--- src/rtl/pc_stack_unit.sv ---
// Program counter with a DEPTH-entry return-address stack and RUN/HALT control; 1-cycle latency.
// No backpressure: one command is accepted per cycle in RUN, and commands other than resume/clr_err are dropped in HALT.
module pc_stack_unit #(
    parameter int DEPTH = 4
) (
    input  logic       clk,
    input  logic       reset,
    input  logic       inc,
    input  logic       load,
    input  logic [7:0] target,
    input  logic       call,
    input  logic       ret,
    input  logic       halt,
    input  logic       resume,
    input  logic       clr_err,
    output logic [7:0] pc_out,
    output logic [3:0] depth,
    output logic       stack_full,
    output logic       stack_empty,
    output logic       err,
    output logic       halted
);

    localparam int         IW   = (DEPTH > 1) ? $clog2(DEPTH) : 1;
    localparam logic [3:0] DMAX = 4'(DEPTH);

    typedef enum logic {
        RUN  = 1'b0,
        HALT = 1'b1
    } state_t;

    state_t        state;
    logic [7:0]    pc;
    logic [3:0]    dcnt;
    logic          err_q;
    logic [7:0]    entry [DEPTH];

    logic [3:0]    dcnt_m1;
    logic [IW-1:0] push_idx;
    logic [IW-1:0] pop_idx;
    logic [7:0]    pc_inc;

    assign dcnt_m1  = dcnt - 4'd1;
    assign push_idx = dcnt[IW-1:0];
    assign pop_idx  = dcnt_m1[IW-1:0];
    assign pc_inc   = pc + 8'd1;

    always_ff @(posedge clk or posedge reset) begin
        if (reset) begin
            state <= RUN;
            pc    <= 8'h00;
            dcnt  <= 4'd0;
            err_q <= 1'b0;
            for (int i = 0; i < DEPTH; i++) begin
                entry[i] <= 8'h00;
            end
        end else begin
            // A new overflow/underflow below overrides this clear.
            if (clr_err) begin
                err_q <= 1'b0;
            end
            if (state == RUN) begin
                if (halt) begin
                    state <= HALT;
                end else if (ret) begin
                    if (dcnt == 4'd0) begin
                        err_q <= 1'b1;
                    end else begin
                        pc   <= entry[pop_idx];
                        dcnt <= dcnt_m1;
                    end
                end else if (call) begin
                    if (dcnt == DMAX) begin
                        err_q <= 1'b1;
                    end else begin
                        entry[push_idx] <= pc_inc;
                        dcnt            <= dcnt + 4'd1;
                        pc              <= target;
                    end
                end else if (load) begin
                    pc <= target;
                end else if (inc) begin
                    pc <= pc_inc;
                end
            end else if (resume) begin
                state <= RUN;
            end
        end
    end

    assign pc_out      = pc;
    assign depth       = dcnt;
    assign stack_full  = (dcnt == DMAX);
    assign stack_empty = (dcnt == 4'd0);
    assign err         = err_q;
    assign halted      = (state == HALT);

endmodule

--- config.mk ---
export PLATFORM = sky130hd
export DESIGN_NAME = pc_stack_unit
export DESIGN_NICKNAME = d
export VERILOG_FILES = /design/src/rtl/pc_stack_unit.sv
export SDC_FILE = /design/constraint.sdc
export NUM_CORES = 1
export LEC_CHECK = 0
export ABC_AREA = 0
export BUFFER_PORTS_ARGS = -buffer_cell sky130_fd_sc_hd__buf_2
export CORE_UTILIZATION = 30
export DETAILED_ROUTE_END_ITERATION = 8
export MAX_ROUTING_LAYER = met4
export PLACE_DENSITY = 0.43
export SLEW_MARGIN = 15
export SYNTH_ARGS = -nofsm -noshare
export SYNTH_HDL_FRONTEND = slang
export SYNTH_SLANG_ARGS = --single-unit
--- constraint.sdc ---
create_clock -name clk -period 3.2 [get_ports clk]
set_input_delay 0.16 -clock clk [delete_from_list [all_inputs] [get_ports clk]]
set_output_delay 0.16 -clock clk [all_outputs]
set_load 0.01 [all_outputs]
==> qor.txt, run 1 <==
First-pass GRT wire length: 9190 um
Synth async-reset ratio: 1.00
Die height: 91.3 um
Psw: 0.928 mW
Site Rows: 32
Filler cell count: 795
Leak: 1.20 nW
Clk pwr share: 0.180
WL/cell: 15.5 um
Post-route ant nets: 0
Tmin final: 2320 ps
Hold Path Class: primary input to flip-flop
Boundary Pins: 33
Wire length on met3: 143 um
Peak VDD IR: 0.302 mV
CTS tree: built
XOR/XNOR Fraction of Synth Area: 0.0366
Kind of critical path: flip-flop to flip-flop
Syn Area/Cell: 10.5 um^2
Max-Cap Viols: 0
Clock buffer depth: 2
Worst Setup SP: depth[0]$_DFFE_PP0P_
Distinct cells, synth: 38
P_int: 1.54 mW
Worst setup SP type: flip-flop
DRT Pass-1 Iters: 4
Post CTS Setup Buffer Count: 0
Clock transition at path regs: 90 ps
Antenna Cells: 0
Initial DRC Count: 58
P&R area growth vs syn: 13.7%
Clk_lat worst skew: 300 ps
DIE AREA: 8330 um^2
Worst Hold End: halted$_DFF_PP0_
Aggregate global-route resource usage: 0.147
TNS Setup: 0 ps
Synth Flop Type: dfrtp_1
Worst Path Max Fanout: 15
Sequential cell area: 1150 um^2
Routability cong.: 0.743
Starting Density: 0.309
Post-cts resize count: 0
Largest net degree at the start of global routing: 47
Combinational family with the most area after synthesis: simple AND/OR/NAND/NOR gates
CTS Buf Count: 5
Worst R2R Path Depth: 7
YS warnings: 0
Register area share after synthesis: 0.482
Critical Path AT: 2500 ps
EDFF count, synth: 0
Number of global-route vias before repair: 1673
Hold Violations, Final: 0
Worst Path Required: 3380 ps
Syn nets: 250
Hold path startpoint: resume
R2r setup slk: 880 ps
Worst Tran Pin Value: 1010 ps
Initial antenna violation count: 0
Top sig layer: met4
DRC: 0
Mapped Area: 2390 um^2
Cts hold-fix bufs: 0
Post-synth top area cell: dfrtp_1
Share of layout cells above drive strength 1: 0.259
Slew Limit Fails: 0
Hold Path Stages: 2
Number of synthesized register bits: 46
Setup crit end kind: flip-flop
Pwr/cell area: 909 nW/um^2
Flop pwr share: 0.420
Multi-input gate area in the final layout: 1130 um^2
WL met2: 2360 um
Fmax: 0.431 GHz
Status: finished clean
Aggregate global routing overflow: 0
DP HPWL: 4100 um
Core ar.: 7730 um^2
CTS root buffer: clkbuf_8
Final Setup Violations: 0
RR Startpoint: depth[0]$_DFFE_PP0P_
Post-synth top area share: 0.482
Vias/cell: 4.76
Setup ws final: 879 ps
H-tree levels: 2
Top post-synthesis cells by count: dfrtp_1, nand2_1, o21ai_0
Unrepaired setup endpoints after global routing: false
Post-synthesis simple-gate area fraction: 0.152
Mux share of post-synthesis cell area: 0.113
Final setup skew: 8.78 ps
Top area cells in the synthesized netlist: dfrtp_1, o21ai_0, mux4_2
Tcrit/Tclk final: 0.725
Crit Reg-Reg Endpoint: entry[9]$_DFFE_PP0P_
Slew margin rel.: 0.326
Cells after Synth: 228
Routed WL: 5580 um
Final nets: 281
Adder-cell share of the synthesized area: 0.0262
Most numerous cell in the Yosys netlist: dfrtp_1
Met1 Wirelength: 3020 um
Dpl ws: 863 ps
Vias: 1720
CTS Sinks: 46
Compound-gate portion of the synthesized area: 0.144
Sw Share: 0.376
Combinational share of power: 0.400
I/O Buffers: 32
Die Width: 91.3 um
worst max-delay path by stage:
stage,slack [ps],end
floorplan,910,pc_out[1]$_DFFE_PP0P_
global placement,880,entry[9]$_DFFE_PP0P_
detailed placement,860,entry[9]$_DFFE_PP0P_
CTS,850,entry[9]$_DFFE_PP0P_
global route,670,entry[1]$_DFFE_PP0P_
finish,880,entry[9]$_DFFE_PP0P_
stage by stage:
step                hold WS [ps]  power, mW  instance area, um^2  cells  utilization
CTS                         16.1       2.49                 2720    361        0.352
finish                      22.1       2.47                 2720    361        0.352
global placement             344       2.04                 2600    354        0.337
global route                21.6       2.66                 2720    361        0.352
detailed placement           339       2.04                 2600    354        0.337
floorplan                    251       1.70                 2390    228            -
critical path, cell delays in order, from the launching register on:
cell and delay, ps:
dfrtp_1 330, buf_4 210, inv_1 130, ha_1 260, and3b_1 230, nor4b_4 350, nand2_1 340, mux2_2 370
kinds of logic (layout without fill, tap and decap cells):
group / Yosys count / after routing
simple gates: 78 / 78
compound gates: 57 / 57
flops: 46 / 46
mux: 16 / 16
buf+inv: 16 / 47
xor+xnor: 10 / 10
fa+ha+maj: 5 / 5
power groups by stage:
stage / clock [mW] / sequential (mW) / combinational [mW]
4_1_cts: 0.461 / 1.03 / 1.00
3_3_place_gp: 0 / 1.05 / 0.992
6_report: 0.445 / 1.04 / 0.987
3_5_place_dp: 0 / 1.04 / 0.996
5_1_grt: 0.482 / 1.07 / 1.11
2_1_floorplan: 0 / 1.01 / 0.693
cell type report:
cell class                 count  share of cell area
sequential                    46               0.424
clock buffer                   6              0.0304
inverter                       6             0.00829
timing repair buffer          34              0.0645
multi-input combinational    166               0.415
clock inverter                 1              0.0111
tap                          102              0.0470
layout by cell type, fill, tap and decap left out, types with 2 or more instances in the layout:
master	n
inv_1	5
xnor2_1	7
nor2_1	21
buf_2	32
mux2_2	7
a211oi_1	3
a311oi_1	2
a21oi_1	7
a2bb2oi_1	2
nand2_1	41
nor3_1	2
ha_1	5
buf_4	2
mux4_2	8
xor2_1	3
dfrtp_1	46
clkbuf_8	6
o21ai_0	36
nand3_1	4
per-layer routing:
metal / GRT usage / up-vias
met5: - / -
met4: 0.0317 / 0
met3: 0.0293 / 5
met2: 0.207 / 23
met1: 0.218 / 834
li1: - / 858
sequential cells by signal, indices dropped and copies added (netlist names):
| register | count |
|---|---|
| halted | 1 |
| depth | 4 |
| pc_out | 8 |
| entry | 32 |
| err | 1 |
No activity file was read; power rests on OpenSTA's default activity.
==> run 2, diff against run 1 <==
--- a/config.mk
+++ b/config.mk
@@ -5,7 +5,7 @@
 export SDC_FILE = /design/constraint.sdc
 export NUM_CORES = 1
 export LEC_CHECK = 0
-export ABC_AREA = 0
+export ABC_AREA = 1
 export BUFFER_PORTS_ARGS = -buffer_cell sky130_fd_sc_hd__buf_2
 export CORE_UTILIZATION = 30
 export DETAILED_ROUTE_END_ITERATION = 8
==> constraint.sdc (replaced) <==
create_clock -name clk -period 2.3 [get_ports clk]
set_input_delay 0.115 -clock clk [delete_from_list [all_inputs] [get_ports clk]]
set_output_delay 0.115 -clock clk [all_outputs]
set_load 0.01 [all_outputs]
==> qor.txt, run 2 <==
Status: finished clean
Routed WL: 7110 um
Utilization after layout: 0.352
Post-synthesis simple-gate area fraction: 0.329
Worst Path Required: 2500 ps
Commonest non-fill, non-tap cell in the layout: nand2_1
CTS tree: built
DIE AREA: 9380 um^2
I/O Buffers: 32
Clock buffer depth: 2
Unrepaired setup endpoints after global routing: false
Compound-gate portion of the synthesized area: 0.111
Die Width: 96.9 um
Cells after Synth: 355
Filler cell count: 954
Die height: 96.9 um
Final nets: 413
Setup crit end kind: flip-flop
Syn Area/Cell: 7.61 um^2
Starting Density: 0.310
Post-synth top area share: 0.426
Post-route ant nets: 0
Worst Tran Pin Value: 612 ps
Most numerous cell in the Yosys netlist: nand2_1
CTS Buf Count: 5
Mapped Area: 2700 um^2
TNS Setup: 0 ps
Final Setup Violations: 0
XOR/XNOR Fraction of Synth Area: 0.0130
Register area share after synthesis: 0.426
Tcrit/Tclk final: 0.872
Hold Path Class: primary input to flip-flop
WL/cell: 14.2 um
Peak VDD IR: 0.638 mV
Hold Violations, Final: 0
Combinational share of power: 0.455
Top area cells in the synthesized netlist: dfrtp_1, nand2_1, nand3_1
CTS Sinks: 46
Core ar.: 8720 um^2
Tmin final: 2000 ps
Share of layout cells above drive strength 1: 0.186
Pwr/cell area: 1230 nW/um^2
First-pass GRT wire length: 12200 um
Number of synthesized register bits: 46
CTS root buffer: clkbuf_8
P&R area growth vs syn: 13.8%
H-tree levels: 2
Boundary Pins: 33
Hold slack: 98.8 ps
Max-Cap Viols: 0
Worst setup endpoint: pc_out[2]$_DFFE_PP0P_
Psw: 1.68 mW
Slew Limit Fails: 0
Aggregate global routing overflow: 0
Distinct cells, synth: 36
Combinational family with the most area after synthesis: simple AND/OR/NAND/NOR gates
Clk_lat worst skew: 310 ps
Synth async-reset ratio: 1.00
Synth Flop Type: dfrtp_1
Antenna Cells: 0
Most frequent cells in the layout: nand2_1, dfrtp_1, inv_1, buf_2, nand3_1
YS warnings: 0
Aggregate global-route resource usage: 0.171
Sequential cell area: 1150 um^2
RR Startpoint: depth[1]$_DFFE_PP0P_
DRC: 0
Mux share of post-synthesis cell area: 0
Sw Share: 0.445
Post-synth top area cell: dfrtp_1
Number of global-route vias before repair: 2342
Overall Power: 3.77 mW
Worst Path Max Fanout: 11
Critical Path AT: 2210 ps
Largest net degree at the start of global routing: 47
Site Rows: 34
Worst Setup SP: depth[1]$_DFFE_PP0P_
Routability cong.: 0.784
Syn nets: 377
EDFF count, synth: 0
Flop pwr share: 0.376
Crit Reg-Reg Endpoint: pc_out[2]$_DFFE_PP0P_
Clock transition at path regs: 90 ps
Slew margin rel.: 0.592
Vias: 2313
Multi-input gate area in the final layout: 1280 um^2
Fmax: 0.499 GHz
Initial DRC Count: 119
P_int: 2.10 mW
Final setup skew: 9.68 ps
Worst R2R Path Depth: 10
Vias/cell: 4.63
R2r setup slk: 300 ps
Kind of critical path: flip-flop to flip-flop
Adder-cell share of the synthesized area: 0.0232
Leak: 1.57 nW
Post-cts resize count: 0
DRT Pass-1 Iters: 4
DP HPWL: 5130 um
Largest register FFs: 32
Worst setup SP type: flip-flop
Biggest register: entry
Top post-synthesis cells by count: nand2_1, dfrtp_1, inv_1
Initial antenna violation count: 0
Clk pwr share: 0.169
==> run 2: cell types whose count changed in the layout (fill, tap and decap cells not counted), moves of 6 or more <==
| cell | before | now |
|---|---|---|
| nand2_1 | 41 | 125 |
| inv_1 | 5 | 35 |
| nand3_1 | 4 | 31 |
| nor2_1 | 21 | 11 |
| mux4_2 | 8 | 0 |
| mux2_2 | 7 | 0 |
| nand2_2 | 0 | 7 |
| o21ai_0 | 36 | 29 |
| o21ai_1 | 1 | 7 |
==> run 2: critical path, cell delays in order (launching register included) <==
cell	delay, ps
dfrtp_1	430
inv_1	90
ha_1	300
nand2_1	120
nor2_2	40
nand2_1	70
nand2_2	60
nor2_2	380
inv_1	250
nand2_1	100
o21ai_1	60
==> run 2: logic make-up (layout without fill, tap and decap cells) <==
family	after synthesis	in the layout
buffers and inverters	52	89
AND/OR/NAND/NOR	193	193
flip-flops	46	46
adder cells (fa/ha/maj)	5	5
AO/OA/AOI/OAI	55	55
XOR/XNOR	4	4
==> run 2: power groups by stage <==
| stage | combinational [mW] | clock, mW | sequential, mW |
|---|---|---|---|
| floorplan | 1.22 | 0 | 1.41 |
| global placement | 1.74 | 0 | 1.44 |
| detailed placement | 1.74 | 0 | 1.44 |
| CTS | 1.75 | 0.659 | 1.43 |
| global route | 1.98 | 0.688 | 1.47 |
| finish | 1.72 | 0.637 | 1.42 |
==> run 2: how the worst min path moves through the flow <==
stage                start                to  slack [ps]  depth (start not counted)
floorplan           resume  halted$_DFF_PP0_         210                          1
global placement    resume  halted$_DFF_PP0_         300                          2
detailed placement  resume  halted$_DFF_PP0_         300                          2
CTS                   halt  halted$_DFF_PP0_         100                          3
global route          halt  halted$_DFF_PP0_         120                          3
finish                halt  halted$_DFF_PP0_         100                          3
==> run 2: timing repair <==
action,CTS,global route
buffers inserted,0,0
hold endpoints to repair,48,0
hold buffers,3,0
==> run 2: area by class of cell <==
type,count,share of cell area
Clock buffer,5,0.0224
Clock inverter,3,0.0143
Inverter,43,0.0574
Multi-Input combinational cell,257,0.418
Sequential cell,46,0.375
Tap cell,108,0.0440
Timing Repair Buffer,38,0.0692
==> run 2: metal layers <==
metal	share of wire	global-route usage	up-vias
met5	0	-	-
met4	0.0059	0.0379	0
met3	0.026	0.0246	5
met2	0.47	0.284	34
met1	0.49	0.219	1081
li1	-	-	1193
==> run 2: through the flow <==
step | cell area, um^2 | setup WS (ps) | std cells
floorplan | 2700 | 294 | 355
global placement | 2930 | 348 | 489
detailed placement | 2930 | 274 | 489
CTS | 3070 | 268 | 500
global route | 3070 | 16.9 | 500
finish | 3070 | 295 | 500
